## src/rtl/symbol_unpacker_if.sv

```systemverilog
// Byte-in / symbol-out port bundle of symbol_unpacker.
// The master modport is the byte producer (and symbol observer); the slave modport is the unpacker.
interface symbol_unpacker_if #(
  parameter int DEPTH = 4
);
  logic                         in_valid;
  logic [7:0]                   in_data;
  logic                         in_ready;
  logic [1:0]                   num;
  logic                         num_valid;
  logic [$clog2(DEPTH+1)-1:0]   level;

  modport master (
    output in_valid, in_data,
    input  in_ready, num, num_valid, level
  );

  modport slave (
    input  in_valid, in_data,
    output in_ready, num, num_valid, level
  );
endinterface

```

## src/rtl/symbol_unpacker.sv

```systemverilog
// Byte FIFO feeding a shifter that emits one 2-bit symbol per clock to the sequence detector.
// Optional macro UNPACK_HOLD_EN: on underflow num holds the last symbol instead of dropping to 0.
module symbol_unpacker #(
  parameter int DEPTH     = 4,
  parameter bit MSB_FIRST = 1'b1
) (
  input  logic              clk,
  input  logic              reset,
  symbol_unpacker_if.slave  bus
);

  localparam int PW = $clog2(DEPTH);
  localparam int LW = $clog2(DEPTH + 1);

  typedef enum logic {
    ST_IDLE,
    ST_SHIFT
  } state_e;

  logic [7:0]    mem_q [DEPTH];
  logic [PW-1:0] wr_ptr_q;
  logic [PW-1:0] rd_ptr_q;
  logic [LW-1:0] level_q;
  logic [LW-1:0] level_d;
  state_e        state_q;
  logic [1:0]    idx_q;
  logic [7:0]    shreg_q;
  logic [1:0]    num_q;
  logic          num_valid_q;

  logic          push;
  logic          pop;
  logic [7:0]    head;

  function automatic logic [1:0] pick(input logic [7:0] b, input logic [1:0] i);
    logic [1:0] k;
    k = MSB_FIRST ? (2'd3 - i) : i;
    return b[{k, 1'b0} +: 2];
  endfunction

  // Ready depends only on the registered level, so a full FIFO refuses even when it pops.
  assign bus.in_ready = (level_q != LW'(DEPTH));
  assign push         = bus.in_valid && bus.in_ready;
  assign pop          = (level_q != '0) && ((state_q == ST_IDLE) || (idx_q == 2'd3));
  assign head         = mem_q[rd_ptr_q];

  always_comb begin
    // NOTE: default first so every path assigns level_d and no latch is inferred.
    level_d = level_q;
    if (push && !pop) begin
      level_d = level_q + LW'(1);
    end else if (pop && !push) begin
      level_d = level_q - LW'(1);
    end
  end

  // NOTE: storage has no reset; level/pointers alone decide which entries are meaningful.
  always_ff @(posedge clk) begin
    if (push) begin
      mem_q[wr_ptr_q] <= bus.in_data;
    end
  end

  // NOTE: all sequential state uses non-blocking assignments so every register samples pre-edge values.
  always_ff @(posedge clk) begin
    if (reset) begin
      wr_ptr_q    <= '0;
      rd_ptr_q    <= '0;
      level_q     <= '0;
      state_q     <= ST_IDLE;
      idx_q       <= 2'd0;
      shreg_q     <= 8'h00;
      num_q       <= 2'b00;
      num_valid_q <= 1'b0;
    end else begin
      if (push) wr_ptr_q <= wr_ptr_q + PW'(1);
      if (pop)  rd_ptr_q <= rd_ptr_q + PW'(1);
      level_q <= level_d;

      if (pop) begin
        state_q     <= ST_SHIFT;
        shreg_q     <= head;
        idx_q       <= 2'd0;
        num_q       <= pick(head, 2'd0);
        num_valid_q <= 1'b1;
      end else if ((state_q == ST_SHIFT) && (idx_q != 2'd3)) begin
        idx_q       <= idx_q + 2'd1;
        num_q       <= pick(shreg_q, idx_q + 2'd1);
        num_valid_q <= 1'b1;
      end else begin
        // Underflow: the idle symbol aborts any partial match in the detector.
        state_q     <= ST_IDLE;
        num_valid_q <= 1'b0;
`ifdef UNPACK_HOLD_EN
        num_q       <= num_q;
`else
        num_q       <= 2'b00;
`endif
      end
    end
  end

  assign bus.num       = num_q;
  assign bus.num_valid = num_valid_q;
  assign bus.level     = level_q;

endmodule
```

## src/flat_wrapper.sv

```systemverilog
// flat-port wrapper written by rule: the top's interface ports become plain ports
module symbol_unpacker_flat 
#(
  parameter int DEPTH     = 4,
  parameter bit MSB_FIRST = 1'b1
)
  (clk, reset, bus_in_valid, bus_in_data, bus_in_ready, bus_num, bus_num_valid, bus_level);
  symbol_unpacker_if #(.DEPTH(DEPTH)) bus_i ();
  input  logic clk;
  input  logic reset;
  input wire logic [$bits(bus_i.in_valid)-1:0] bus_in_valid;
  input wire logic [$bits(bus_i.in_data)-1:0] bus_in_data;
  output wire logic [$bits(bus_i.in_ready)-1:0] bus_in_ready;
  output wire logic [$bits(bus_i.num)-1:0] bus_num;
  output wire logic [$bits(bus_i.num_valid)-1:0] bus_num_valid;
  output wire logic [$bits(bus_i.level)-1:0] bus_level;
  assign bus_i.in_valid = bus_in_valid;
  assign bus_i.in_data = bus_in_data;
  assign bus_in_ready = bus_i.in_ready;
  assign bus_num = bus_i.num;
  assign bus_num_valid = bus_i.num_valid;
  assign bus_level = bus_i.level;
  symbol_unpacker #(.DEPTH(DEPTH), .MSB_FIRST(MSB_FIRST)) u_core (.clk(clk), .reset(reset), .bus(bus_i));
endmodule
```

## config.mk

```make
export PLATFORM = sky130hd
export DESIGN_NAME = symbol_unpacker_flat
export DESIGN_NICKNAME = d
export VERILOG_FILES = /design/src/rtl/symbol_unpacker_if.sv /design/src/rtl/symbol_unpacker.sv /design/src/flat_wrapper.sv
export SDC_FILE = /design/constraint.sdc
export NUM_CORES = 1
export LEC_CHECK = 0
export ABC_CLOCK_PERIOD_IN_PS = 2900
export BUFFER_PORTS_ARGS = -buffer_cell sky130_fd_sc_hd__buf_2
export CORE_ASPECT_RATIO = 0.75
export CORE_MARGIN = 2
export CORE_UTILIZATION = 40
export CTS_CLUSTER_DIAMETER = 60
export CTS_CLUSTER_SIZE = 30
export DETAILED_ROUTE_END_ITERATION = 12
export PLACE_DENSITY = 0.57
export SYNTH_ARGS = -nofsm -noshare
export SYNTH_HDL_FRONTEND = slang
export SYNTH_SLANG_ARGS = --single-unit
```

## constraint.sdc

```tcl
create_clock -name clk -period 2.9 [get_ports clk]
set_input_delay 0.29 -clock clk [delete_from_list [all_inputs] [get_ports clk]]
set_output_delay 0.29 -clock clk [all_outputs]
set_load 0.01 [all_outputs]
```

# [Word level (Yosys, flattened, before mapping)]
# Memories as Yosys holds them, arrays and structs flattened. A register that Yosys moved wholly into a read port is not among the register bits.
# Cells that the tools add are included.
[totals] mem_count=1 ff_bits=21 elab_cells=44 out_inout_bits=7 ram_bits=32
[classes] n_addsub=6 n_bitwise=1 n_reduce_logical=11 mux=12 eq_ne=4 n_shift=1
[mem_list] memory="u_core.mem_q" depth=4 word_bits=8 read_ports=1 rd_ports_with_merged_regs=1 wr=1 line_no="symbol_unpacker.sv:20" rtl="logic [7:0] mem_q [DEPTH];"
[ops] op="2-to-1 mux 2 bit" count=4
[ops] op="variable part select 8 x 4 -> 2 bit" count=1
[ops] op="adder 2 x 1 -> 2 bit (second input constant)" count=3
[ops] op="2-to-1 mux 1 bit" count=6
[ops] op="2-to-1 mux 3 bit" count=2
[ops] op="logical AND 1 bit" count=5
[ops] op="adder 3 x 1 -> 3 bit (second input constant)" count=1
[ops] op="inequality test 3 bit (second input constant)" count=1
[ops] op="nonzero test 3 bit" count=1
[ops] op="subtractor 3 x 1 -> 3 bit (second input constant)" count=1
[ops] op="== test 2 bit (second input constant)" count=1
[ops] op="zero test 1 bit" count=2
[ops] op="inequality test 2 x 1 -> 1 bit (second input constant)" count=1
[ops] op="inequality test 2 bit (second input constant)" count=1
[ops] op="nonzero test 2 bit" count=1
[ops] op="OR reduction 2 bit" count=1
[ops] op="subtractor 2 bit (first input constant)" count=1
[ops] op="logical OR 1 bit" count=1
[ops] op="inverter 1 bit" count=1

# [Longest topological paths before layout]
[depth] word_depth=6 ltp_mapped=10 ltp_nobuf=10

# [Worst setup path after synthesis]
# Ideal clock, no wire load.
[synth_timing] path_type="reg2reg" startpoint="register u_core.idx_q[0]" endpoint="register u_core.level_q[2] (netlist: u_core.bus.level[2])" t_required_ns=2.829 path_stages_with_launch=11 setup_slack_ns=0.706 setup_time_ns=0.071 t_arrival_ns=2.123 path_cell_list="dfxtp_1 > ha_1 > nor2b_1 > nor2_1 > inv_1 > ha_1 > inv_1 > fa_1 > xor2_1 > or3_1 > a21oi_1"
[synth_between] elab_chain_cells=6
[synth_rtl] element="start: declaration" line_no="symbol_unpacker.sv:26" rtl="logic [1:0] idx_q;"
[synth_rtl] element="start signal: assignment" line_no="symbol_unpacker.sv:87" rtl="idx_q <= idx_q + 2'd1;"
[synth_rtl] element="== test 2 bit (*)" line_no="symbol_unpacker.sv:44" rtl="assign pop = (level_q != '0) && ((state_q == ST_IDLE) || (idx_q == 2'd3));"
[synth_rtl] element="logical OR 1 bit (*)" line_no="symbol_unpacker.sv:44"
[synth_rtl] element="logical AND 1 bit (*)" line_no="symbol_unpacker.sv:44"
[synth_rtl] element="zero test 1 bit" line_no="symbol_unpacker.sv:50" rtl="if (push && !pop) begin"
[synth_rtl] element="logical AND 1 bit" line_no="symbol_unpacker.sv:50"
[synth_rtl] element="2-to-1 mux 3 bit / nonzero test 2 bit (equally long branches)"
[synth_rtl] element="end signal: assignment" line_no="symbol_unpacker.sv:78" rtl="level_q <= level_d;"
[synth_rtl] element="end: declaration" line_no="symbol_unpacker.sv:23" rtl="logic [LW-1:0] level_q;"
# Mark *: on every way between the ends. The rest lies on a longest branch, timed or not.
# A chain may end at the register's enable or synchronous reset.

# [Worst setup path after layout]
[layout_timing] startpoint="register u_core.level_q[0] (netlist: u_core.bus.level[0])" endpoint="register u_core.level_q[2] (netlist: u_core.bus.level[2])"
[layout_between] elab_chain_cells=5
[layout_rtl] element="parallel branches: the longest is 5 deep, another holds subtractor 3 x 1 -> 3 bit"
# Several ways; the timed one is not identified. The select of a mux whose other input is x is not followed.

==> flow_summary.ini <==
[outcome]
status = finished clean

[pwr]
total_power_mw = 2.13
p_int_mw = 1.43
p_clk_share_pct = 20.2
seqPwrFrac_pct = 50.7
swShare_pct = 32.7
powerDensity_nw_per_um2 = 878
ir_worst_vdd_mv = 0.302
comb_power_share_pct = 29.1
power_leakage_nw = 0.867
power_switching_mw = 0.696

[global_routing]
grt_max_degree = 24
overflow = 0
grt_usage_pct = 14.4
grt_pass1_vias = 1250
grt_pass1_wl_mm = 6.38
antenna_found_initial = 0

[synthesis]
synth_top_family_by_area = multiplexers
post_synth_xor_area_fraction_pct = 1.20
synth_compound_area_share_pct = 7.74
yosysSeqAreaShare_pct = 65.1
syn-num-nets = 171
synth_fa_ha_area_share_pct = 4.36
synthMuxAreaShare_pct = 11.2
synth_area_sq_um = 2180
avgSynthCellArea_sq_um = 14.3
synth_cell_types = 26
netlist_instances = 153
synth.ff_latch_count = 55
synthSimpleGateAreaFrac_pct = 7.11
yosys_warnings = 0

[cts]
path_clk_slew_ps = 110
clock_latency_ps = 300
cts-root-buf = clkbuf_8
cts_setup_buffers = 0
cts_resized = 0
cts_buffers = 5
h-tree-depth = 2
ctsHoldBuffers = 0
clkSinkCount = 55
cts_tree = built
clockBufferDepth = 2

[route]
vias_per_cell = 5.05
wire_per_inst_microns = 15.4
ant_nets = 0
first_iter_violations = 103
route.vias.total = 1247
wirelength_mm = 3.80
first_pass_iters = 4
drc = 0

[hold_path]
hp-start = bus_in_data[1]
hp-class = input pin to flip-flop

[sta]
fin_crit_sh_pct = 77.4
worst_slack_ps = 655
slew_headroom_pct = 61.5
tns_ps = 0
rsz0062_at_grt = no
fin_crit_ps = 2240
slew_viol_final = 0
setup_viol = 0
skew_ps = 12.0
finalHoldViolCount = 0
tightest_slew_ps = 577
fmax_ghz = 0.445

[final_layout]
drive_above_1_share_pct = 22.1
final_nets = 189
final_common_cell = edfxtp_1
n_antenna_cell = 0
fill_cells = 480
layout_common_cells = 32 x edfxtp_1, 23 x dfxtp_1, 17 x a21oi_1, 17 x buf_2, 12 x o21ai_0
synthToLayoutAreaGrowth_pct = 11.2

[setup_path]
rr_startpoint = u_core.bus.level[0]
crit_type = flip-flop to flip-flop
crit_fanout = 13
crit_arrival_ps = 2480
cp-start-kind = flip-flop
cp-startpoint = u_core.bus.level[0]
cp_slowest_stage_delay_ps = 390
cp_slowest_cell = dfxtp_1
cp-end-kind = flip-flop
crit_top_cell = inv_1
worstPathCellList = nor3_1 > buf_4 > nor2_1 > inv_1 > ha_1 > inv_1 > fa_1 > xor2_1 > or3_1 > a21oi_1
worstPathRequired_ps = 3130

[floorplan]
die_y_microns = 68.0
die_w_microns = 89.3
die-area_sq_um = 6070
start_util_pct = 41.2
num_rows = 23
core_sq_um = 5300
io_pins = 18

[place]
io_buffers = 17
place_congestion = 0.745
dp_worst_setup_slack_ps = 671
dp_hpwl_mm = 2.71

[run]
max_cap_violations = 0
==> synthesized netlist by cell type, drive strengths merged <==
library cell  number  share of area (%)
xnor2              1               0.40
nand3             10                2.3
o21ai             12                2.8
or3                3               0.86
and3               4                1.1
a311oi             1               0.69
xor2               2               0.80
nor3               3               0.69
ha                 6                3.4
a31o               1               0.40
a21oi             17                3.9
dfxtp             23                 21
mux4              10                 10
nand2b             1               0.29
buf                4                1.3
nor3b              1               0.34
nor2b              1               0.29
mux2i              2               0.92
edfxtp            32                 44
clkbuf             4               0.69
nor2               5               0.86
nand2              2               0.34
inv                7                1.2
fa                 1               0.92
==> critical path, delay by kind of cell (launching register included) <==
family,cells,cell delay (ps)
AOI/OAI and AO/OA,1,140
xor gates and xnor gates,1,160
adders and majority gates,2,550
buffers and inverters,3,330
DFF,1,390
and+or+nand+nor,3,610
==> final cells by class <==
cell class | instances | area, sq um | area share (%)
flip-flops and latches | 55 | 1420 | 58.6
multi-input cells | 83 | 691 | 28.5
repair buffers | 19 | 100 | 4.12
well taps | 75 | 93.8 | 3.87
clock buffers | 5 | 68.8 | 2.84
clock inverters | 3 | 26.3 | 1.08
inverters | 7 | 26.3 | 1.08
==> through the flow <==
step | std cells | hold WS, ps | utilization, % | instance area (sq um)
final | 247 | 189 | 45.8 | 2430
after global routing | 247 | 182 | 45.8 | 2430
after CTS | 247 | 182 | 45.8 | 2430
after detailed placement | 239 | 469 | 44.0 | 2330
after global placement | 239 | 470 | 44.0 | 2330
after floorplan | 153 | 369 | - | 2180
==> final timing paths <==
path | to | slack, ps | depth (start not counted)
worst min-delay path | u_core.mem_q[2][1] | 190 | 1
worst max-delay path | u_core.bus.level[2] | 660 | 10
worst min register to register | u_core.shreg_q[7] | 490 | 2
worst max register to register | u_core.bus.level[2] | 660 | 10
==> routing by layer <==
metal | wire [microns] | track usage, % | vias up
met4 | 23 | 3.36 | 0
met3 | 139 | 3.98 | 2
met5 | 0 | 0 | -
met2 | 1800 | 21.4 | 19
li1 | - | - | 610
met1 | 1840 | 21.1 | 616
==> power groups by stage <==
| stage | Sequential (mW) | Clock [mW] | Combinational, mW |
|---|---|---|---|
| after floorplan | 1.05 | 0 | 0.508 |
| after global placement | 1.09 | 0 | 0.601 |
| after detailed placement | 1.10 | 0 | 0.620 |
| after CTS | 1.08 | 0.442 | 0.624 |
| after global routing | 1.10 | 0.484 | 0.687 |
| final | 1.08 | 0.431 | 0.619 |
==> flip-flops by register name (all words and copies together) (netlist names), named ones only <==
signal,flops
u_core.bus.num_valid,1
u_core.bus.num,2
u_core.state_q,1
u_core.mem_q,32
u_core.wr_ptr_q,2
u_core.idx_q,2
u_core.shreg_q,8
u_core.rd_ptr_q,2
u_core.bus.level,3
==> cell families (layout without fill, tap and decap cells) <==
| logic type | after synthesis | count (layout) |
|---|---|---|
| buffers and inverters | 15 | 34 |
| adders and majority gates | 7 | 7 |
| and+or+nand+nor | 30 | 30 |
| xor gates and xnor gates | 3 | 3 |
| DFF | 55 | 55 |
| muxes | 12 | 12 |
| AOI/OAI and AO/OA | 31 | 31 |
Power figures use the tool's default switching activity.
